File: src/rtl/fetch_pc_unit_pkg.sv
// Shared types for the fetch PC unit: FSM state, fetch packet layout and
// the sequential PC step. Optional build macro used by the top: FETCH_PERF_EN.
package fetch_pkg;

    localparam logic [31:0] PC_STEP = 32'd4;

    typedef enum logic {
        RUN   = 1'b0,
        DRAIN = 1'b1
    } fetch_state_t;

    typedef struct packed {
        logic [31:0] instr;
        logic [31:0] pc;
        logic        pred_taken;
        logic [31:0] pred_target;
    } fetch_packet_t;

    // Redirect targets are forced onto a word boundary.
    function automatic logic [31:0] word_align(input logic [31:0] addr);
        return {addr[31:2], 2'b00};
    endfunction

endpackage

File: src/rtl/fetch_pc_unit_if.sv
// Bus bundle between the fetch PC unit and its neighbours (instruction
// memory, branch predictor, resolution stage, IF/ID latch).
//
// Handshake rules: a read request is imem_ren with imem_addr; once raised,
// both hold unchanged until the cycle imem_ihit is high, which completes
// the request (imem_rdata valid in that same cycle). At most one request is
// outstanding. The IF/ID head packet transfers in any cycle where
// ifid_valid is high and dec_stall is low.
interface fetch_pc_unit_if;
    import fetch_pkg::*;

    logic         imem_ren;
    logic [31:0]  imem_addr;
    logic         imem_ihit;
    logic [31:0]  imem_rdata;
    logic [31:0]  pc_fetch;
    logic [31:0]  pred_nxt_pc;
    logic         redirect;
    logic [31:0]  redirect_pc;
    logic         dec_stall;
    logic         ifid_valid;
    logic [31:0]  ifid_instr;
    logic [31:0]  ifid_pc;
    logic         ifid_pred_taken;
    logic [31:0]  ifid_pred_target;
    fetch_state_t state_dbg;

    modport master (
        output imem_ren, imem_addr, pc_fetch,
        output ifid_valid, ifid_instr, ifid_pc, ifid_pred_taken, ifid_pred_target,
        output state_dbg,
        input  imem_ihit, imem_rdata, pred_nxt_pc, redirect, redirect_pc, dec_stall
    );

    modport slave (
        input  imem_ren, imem_addr, pc_fetch,
        input  ifid_valid, ifid_instr, ifid_pc, ifid_pred_taken, ifid_pred_target,
        input  state_dbg,
        output imem_ihit, imem_rdata, pred_nxt_pc, redirect, redirect_pc, dec_stall
    );

endinterface

File: src/rtl/fetch_pc_unit_queue.sv
// Circular fetch-packet FIFO. Pointers wrap naturally (DEPTH is a power of
// two); flush empties it in one cycle and wins over push/pop.
module fetch_queue
    import fetch_pkg::*;
#(
    parameter int DEPTH = 2
) (
    input  logic          clk,
    input  logic          rst,
    input  logic          push,
    input  logic          pop,
    input  logic          flush,
    input  fetch_packet_t push_data,
    output fetch_packet_t head,
    output logic          full,
    output logic          empty
);

    localparam int PW = $clog2(DEPTH);
    localparam logic [PW:0] DEPTH_CNT = DEPTH[PW:0];

    fetch_packet_t mem [DEPTH];
    logic [PW-1:0] wr_ptr;
    logic [PW-1:0] rd_ptr;
    logic [PW:0]   cnt;
    logic          do_push;
    logic          do_pop;

    assign full    = (cnt == DEPTH_CNT);
    assign empty   = (cnt == '0);
    assign do_push = push && !full && !flush;
    assign do_pop  = pop && !empty && !flush;
    assign head    = mem[rd_ptr];

    // Pointer and occupancy bookkeeping.
    always_ff @(posedge clk or posedge rst) begin
        if (rst) begin
            wr_ptr <= '0;
            rd_ptr <= '0;
            cnt    <= '0;
        end else if (flush) begin
            wr_ptr <= '0;
            rd_ptr <= '0;
            cnt    <= '0;
        end else begin
            if (do_push) wr_ptr <= wr_ptr + 1'b1;
            if (do_pop)  rd_ptr <= rd_ptr + 1'b1;
            cnt <= cnt + {{PW{1'b0}}, do_push} - {{PW{1'b0}}, do_pop};
        end
    end

    // Packet storage; contents are only visible while the queue is non-empty.
    always_ff @(posedge clk) begin
        if (do_push) mem[wr_ptr] <= push_data;
    end

endmodule

File: src/rtl/fetch_pc_unit.sv
// Fetch-stage PC owner: issues one imem read at a time, pairs each response
// with the predictor's next PC and queues the packet for IF/ID. Redirects
// flush the queue; a request still in flight is drained and discarded.
// Optional build macro FETCH_PERF_EN adds redirect / decode-stall counters.
module fetch_pc_unit
    import fetch_pkg::*;
#(
    parameter logic [31:0] RESET_PC = 32'h0000_0000,
    parameter int          FQ_DEPTH = 2
) (
    input  logic             CLK,
    input  logic             RST,
    fetch_pc_unit_if.master  bus
`ifdef FETCH_PERF_EN
    ,
    output logic [31:0]      perf_redirects,
    output logic [31:0]      perf_stall_cycles
`endif
);

    fetch_state_t  state;
    logic [31:0]   pc;
    logic [31:0]   drain_addr;
    logic          ren;
    logic          accept;
    logic          pop;
    logic          q_full;
    logic          q_empty;
    logic          valid;
    fetch_packet_t push_pkt;
    fetch_packet_t head;

    // A RUN request is only raised when the queue has room, so the response
    // always fits; DRAIN keeps the stale request alive until it completes.
    assign ren    = !RST && ((state == DRAIN) || !q_full);
    assign accept = (state == RUN) && ren && bus.imem_ihit && !bus.redirect;
    assign valid  = !q_empty;
    assign pop    = valid && !bus.dec_stall && !bus.redirect;

    assign push_pkt.instr       = bus.imem_rdata;
    assign push_pkt.pc          = pc;
    assign push_pkt.pred_taken  = (bus.pred_nxt_pc != pc + PC_STEP);
    assign push_pkt.pred_target = bus.pred_nxt_pc;

    fetch_queue #(.DEPTH(FQ_DEPTH)) u_queue (
        .clk       (CLK),
        .rst       (RST),
        .push      (accept),
        .pop       (pop),
        .flush     (bus.redirect),
        .push_data (push_pkt),
        .head      (head),
        .full      (q_full),
        .empty     (q_empty)
    );

    assign bus.imem_ren         = ren;
    assign bus.imem_addr        = (state == DRAIN) ? drain_addr : pc;
    assign bus.pc_fetch         = pc;
    assign bus.ifid_valid       = valid;
    assign bus.ifid_instr       = valid ? head.instr       : '0;
    assign bus.ifid_pc          = valid ? head.pc          : '0;
    assign bus.ifid_pred_taken  = valid ? head.pred_taken  : 1'b0;
    assign bus.ifid_pred_target = valid ? head.pred_target : '0;
    assign bus.state_dbg        = state;

    // PC / drain FSM: redirect has top priority, then response handling.
    always_ff @(posedge CLK or posedge RST) begin
        if (RST) begin
            state      <= RUN;
            pc         <= RESET_PC;
            drain_addr <= '0;
        end else if (bus.redirect) begin
            pc <= word_align(bus.redirect_pc);
            if (ren && !bus.imem_ihit) begin
                state <= DRAIN;
                if (state == RUN) drain_addr <= pc;
            end else begin
                state <= RUN;
            end
        end else begin
            case (state)
                RUN:     if (accept) pc <= bus.pred_nxt_pc;
                DRAIN:   if (bus.imem_ihit) state <= RUN;
                default: state <= RUN;
            endcase
        end
    end

`ifdef FETCH_PERF_EN
    // Saturating event counters for redirects and decode back-pressure.
    always_ff @(posedge CLK or posedge RST) begin
        if (RST) begin
            perf_redirects    <= '0;
            perf_stall_cycles <= '0;
        end else begin
            if (bus.redirect && (perf_redirects != 32'hFFFF_FFFF))
                perf_redirects <= perf_redirects + 32'd1;
            if (valid && bus.dec_stall && (perf_stall_cycles != 32'hFFFF_FFFF))
                perf_stall_cycles <= perf_stall_cycles + 32'd1;
        end
    end
`endif

endmodule

File: src/flat_wrapper.sv
// flat-port wrapper written by rule: the top's interface ports become plain ports
module fetch_pc_unit_flat import fetch_pkg::*;
#(
    parameter logic [31:0] RESET_PC = 32'h0000_0000,
    parameter int          FQ_DEPTH = 2
)
  (CLK, RST, bus_imem_ren, bus_imem_addr, bus_pc_fetch, bus_ifid_valid, bus_ifid_instr, bus_ifid_pc, bus_ifid_pred_taken, bus_ifid_pred_target, bus_state_dbg, bus_imem_ihit, bus_imem_rdata, bus_pred_nxt_pc, bus_redirect, bus_redirect_pc, bus_dec_stall);
  fetch_pc_unit_if bus_i ();
  input  logic CLK;
  input  logic RST;
  output wire logic [$bits(bus_i.imem_ren)-1:0] bus_imem_ren;
  output wire logic [$bits(bus_i.imem_addr)-1:0] bus_imem_addr;
  output wire logic [$bits(bus_i.pc_fetch)-1:0] bus_pc_fetch;
  output wire logic [$bits(bus_i.ifid_valid)-1:0] bus_ifid_valid;
  output wire logic [$bits(bus_i.ifid_instr)-1:0] bus_ifid_instr;
  output wire logic [$bits(bus_i.ifid_pc)-1:0] bus_ifid_pc;
  output wire logic [$bits(bus_i.ifid_pred_taken)-1:0] bus_ifid_pred_taken;
  output wire logic [$bits(bus_i.ifid_pred_target)-1:0] bus_ifid_pred_target;
  output wire logic [$bits(bus_i.state_dbg)-1:0] bus_state_dbg;
  input wire logic [$bits(bus_i.imem_ihit)-1:0] bus_imem_ihit;
  input wire logic [$bits(bus_i.imem_rdata)-1:0] bus_imem_rdata;
  input wire logic [$bits(bus_i.pred_nxt_pc)-1:0] bus_pred_nxt_pc;
  input wire logic [$bits(bus_i.redirect)-1:0] bus_redirect;
  input wire logic [$bits(bus_i.redirect_pc)-1:0] bus_redirect_pc;
  input wire logic [$bits(bus_i.dec_stall)-1:0] bus_dec_stall;
  assign bus_imem_ren = bus_i.imem_ren;
  assign bus_imem_addr = bus_i.imem_addr;
  assign bus_pc_fetch = bus_i.pc_fetch;
  assign bus_ifid_valid = bus_i.ifid_valid;
  assign bus_ifid_instr = bus_i.ifid_instr;
  assign bus_ifid_pc = bus_i.ifid_pc;
  assign bus_ifid_pred_taken = bus_i.ifid_pred_taken;
  assign bus_ifid_pred_target = bus_i.ifid_pred_target;
  assign bus_state_dbg = bus_i.state_dbg;
  assign bus_i.imem_ihit = bus_imem_ihit;
  assign bus_i.imem_rdata = bus_imem_rdata;
  assign bus_i.pred_nxt_pc = bus_pred_nxt_pc;
  assign bus_i.redirect = bus_redirect;
  assign bus_i.redirect_pc = bus_redirect_pc;
  assign bus_i.dec_stall = bus_dec_stall;
  fetch_pc_unit #(.RESET_PC(RESET_PC), .FQ_DEPTH(FQ_DEPTH)) u_core (.CLK(CLK), .RST(RST), .bus(bus_i));
endmodule
File: config.mk
export PLATFORM = sky130hd
export DESIGN_NAME = fetch_pc_unit_flat
export DESIGN_NICKNAME = d
export VERILOG_FILES = /design/src/rtl/fetch_pc_unit_pkg.sv /design/src/rtl/fetch_pc_unit_if.sv /design/src/rtl/fetch_pc_unit_queue.sv /design/src/rtl/fetch_pc_unit.sv /design/src/flat_wrapper.sv
export SDC_FILE = /design/constraint.sdc
export NUM_CORES = 1
export LEC_CHECK = 0
export ABC_CLOCK_PERIOD_IN_PS = 5500
export BUFFER_PORTS_ARGS = -buffer_cell sky130_fd_sc_hd__buf_2
export CORE_MARGIN = 1
export CORE_UTILIZATION = 49
export DETAILED_ROUTE_END_ITERATION = 8
export HOLD_SLACK_MARGIN = 0.03
export PLACE_DENSITY_LB_ADDON = 0.3
export SLEW_MARGIN = 20
export SYNTH_ARGS = -nofsm -noshare
export SYNTH_HDL_FRONTEND = slang
export SYNTH_SLANG_ARGS = --single-unit
File: constraint.sdc
create_clock -name CLK -period 5.5 [get_ports CLK]
set_clock_uncertainty 0.1 [all_clocks]
set_input_delay 0.275 -clock CLK [delete_from_list [all_inputs] [get_ports CLK]]
set_output_delay 0.275 -clock CLK [all_outputs]
set_load 0.02 [all_outputs]
==> results.md <==
- Initial Util: 50.4%
- Crit path max fanout: 44
- H-tree levels: 1
- Nets: 1328
- Layout cells sized above 1: 31.3%
- Synth Warn #: 0
- CP max stage delay: 1000 ps
- Top cells by area, synth: edfxtp_1, dfrtp_1, mux2i_1
- Post-CTS Repair Setup Buffers: 0
- Grt ovf: 0
- Post-synth ARST share: 26.2%
- FF+latch count, synth: 263
- Crit end category: flip-flop
- Final setup violation count: 0
- F_max: 0.294 GHz
- Post-Syn Instances: 887
- Total Power: 5170 uW
- CP delay by family, top: simple AND/OR/NAND/NOR gates
- WP buf/inv: 1
- HPWL Detailed: 18.7 mm
- Pleak: 0.00610 uW
- Worst Path Required: 5610 ps
- Post-synth cell types: 50
- CTS tree: yes
- Reg2Reg Launch Point: u_core.bus.state_dbg
- TNS Setup: 0 ps
- Synthesis-to-finish area growth: 29.0%
- Final slew viol count: 0
- Post-route clock period utilization: 61.8%
- Clock Latency Late Sink: 540 ps
- DRC Markers: 0
- Final worst path period need: 3400 ps
- Post-synth EDFFs: 194
- Synth cell count leaders: edfxtp_1, mux2i_1, nor2_1
- Wire per inst: 18.8 um
- Rows: 56
- Syn Nets: 991
- Main synth FF type: edfxtp_1
- GP Congestion: 0.764
- Max Buffers Root-to-Sink: 3
- Clk root buf: clkbuf_16
- Mapped cell area: 0.0119 mm^2
- RSZ-0062 raised after global routing: false
- Count leader, synth: edfxtp_1
- Worst setup SP type: flip-flop
- Outcome: finished, final reports clean
- Peak VDD IR: 0.208 mV
- Yosys top cell by area: edfxtp_1
- First-pass GRT wire length: 43.9 mm
- DR pass1 iterations: 5
- CP cell instances: nor3b_1, nor4b_2, nand2b_1, nor2_4, buf_12
- Crit Path Category: reg2reg
- # Max-Cap Violations: 0
- Largest net degree at the start of global routing: 73
- Share of the synthesized area in the top cell type: 48.9%
- First DRT Iteration DRCs: 339
- CTS Buf Count: 28
- Critical Path Source: u_core.bus.state_dbg
- Vias: 8174
- CP max stage cell: dfrtp_2
- Chip width: 158 um
- Max-slew headroom: 28.6%
- Sequential share of the synthesized area: 63.5%
- Core Area: 0.0236 mm^2
- Via-to-Cell Ratio: 5.22
- Critical Path AT: 3510 ps
- Avg Inst Size Synth: 13.4 um^2
- Hold Vio Cnt, Final: 0
- Clk sinks: 263
- Power density cells: 337 mW/mm^2
- Hold Crit Class: in2async
- Input/output buffers: 262
- Total GRT Usage: 23.2%
- Worst slew pin tran: 1070 ps
- Die Area: 0.0249 mm^2
- Total Wirelength: 29.4 mm
- Height of the die: 158 um
- ANT nets after route: 0
- Initial antenna violation count: 1
- Post-CTS sizing: 0
- Top Ports: 265
- Clk slew on worst S/H paths: 60 ps
- Vias in the first global route: 8007
[flip-flops by register name, indices dropped and copies added, names as in the netlist]
name and cells:
u_core.u_queue.mem 194, u_core.drain_addr 32, u_core.bus.pc_fetch 32, u_core.u_queue.wr_ptr 1
u_core.u_queue.cnt 2, u_core.bus.state_dbg 1, u_core.u_queue.rd_ptr 1
[logic make-up after synthesis]
kind of cell / after synthesis / share of synthesized area, %
compound gates: 62 / 2.98
mux: 197 / 17.2
flops: 263 / 63.5
buf+inv: 93 / 4.08
fa+ha+maj: 3 / 0.315
xor+xnor: 42 / 3.09
simple gates: 227 / 8.87
[layout make-up]
class / instances / area (um^2)
tap: 319 / 399
antenna: 1 / 2.50
timing repair buffer: 389 / 2560
multi-input combinational: 531 / 3900
clock inverter: 12 / 83.8
inverter: 11 / 42.5
fill: 1784 / 8260
clock buffer: 39 / 803
sequential: 263 / 7560
[per-layer routing]
layer / vias to the layer above / global-route usage [%] / part of all wire [%] / routed length [um]
li1: 3872 / - / - / -
met4: 2 / 4.85 / 1.8 / 525
met1: 4016 / 30.1 / 43 / 12500
met3: 36 / 4.35 / 6.1 / 1790
met5: - / 0 / 0.044 / 13
met2: 248 / 40.5 / 50 / 14600
[worst register-to-register path, cell delays in order (launching register included)]
cell and delay [ps]:
dfrtp_2 1000, nor3b_1 240, nor4b_2 320, nand2b_1 210, nor2_4 800, buf_12 350
[through the flow]
step | utilization, % | setup WS (ps) | area, um^2 | hold WS [ps] | instances
final | 65.0 | 2100 | 15400 | 284 | 1565
after global placement | 56.4 | 2110 | 13300 | 283 | 1398
after detailed placement | 56.4 | 2050 | 13300 | 291 | 1398
after CTS | 65.0 | 2020 | 15300 | 284 | 1564
after floorplan | - | -450 | 11900 | 241 | 887
after global routing | 65.0 | 1880 | 15300 | 316 | 1564
[power by group]
group	switching (uW)	leakage [uW]	internal, uW
sequential	145	0.00262	2280
clock	742	0.000442	1060
combinational	536	0.00304	408
total	1420	0.00610	3750
[cell usage in the layout (no fill, tap or decap), drive strengths merged, types with 10 or more instances in the layout]
cell type	instances
xnor2	23
dfrtp	69
xor2	19
dlygate4sd3	115
o21ai	42
nand4	10
clkbuf	39
nor2	117
nand2	50
mux2	61
clkinv	11
mux2i	136
buf	274
inv	11
edfxtp	194
[final timing paths]
| check | end | slack (ps) | cells past startpoint |
|---|---|---|---|
| setup / recovery | u_core.u_queue.mem[1][40] | 2100 | 5 |
| hold / removal | u_core.u_queue.cnt[1] | 280 | 3 |
| setup reg to reg | u_core.u_queue.mem[1][40] | 2100 | 5 |
| hold reg to reg | u_core.drain_addr[28] | 400 | 1 |
| max in group asynchronous | u_core.bus.pc_fetch[4] | 4070 | 4 |
| min in group CLK | u_core.bus.pc_fetch[0] | 300 | 3 |
[repair_timing]
action,CTS,global route
hold buffers,115,0
setup endpoints to repair,0,0
endpoints found under the hold margin,191,0
(Power assumes the default switching activity.)
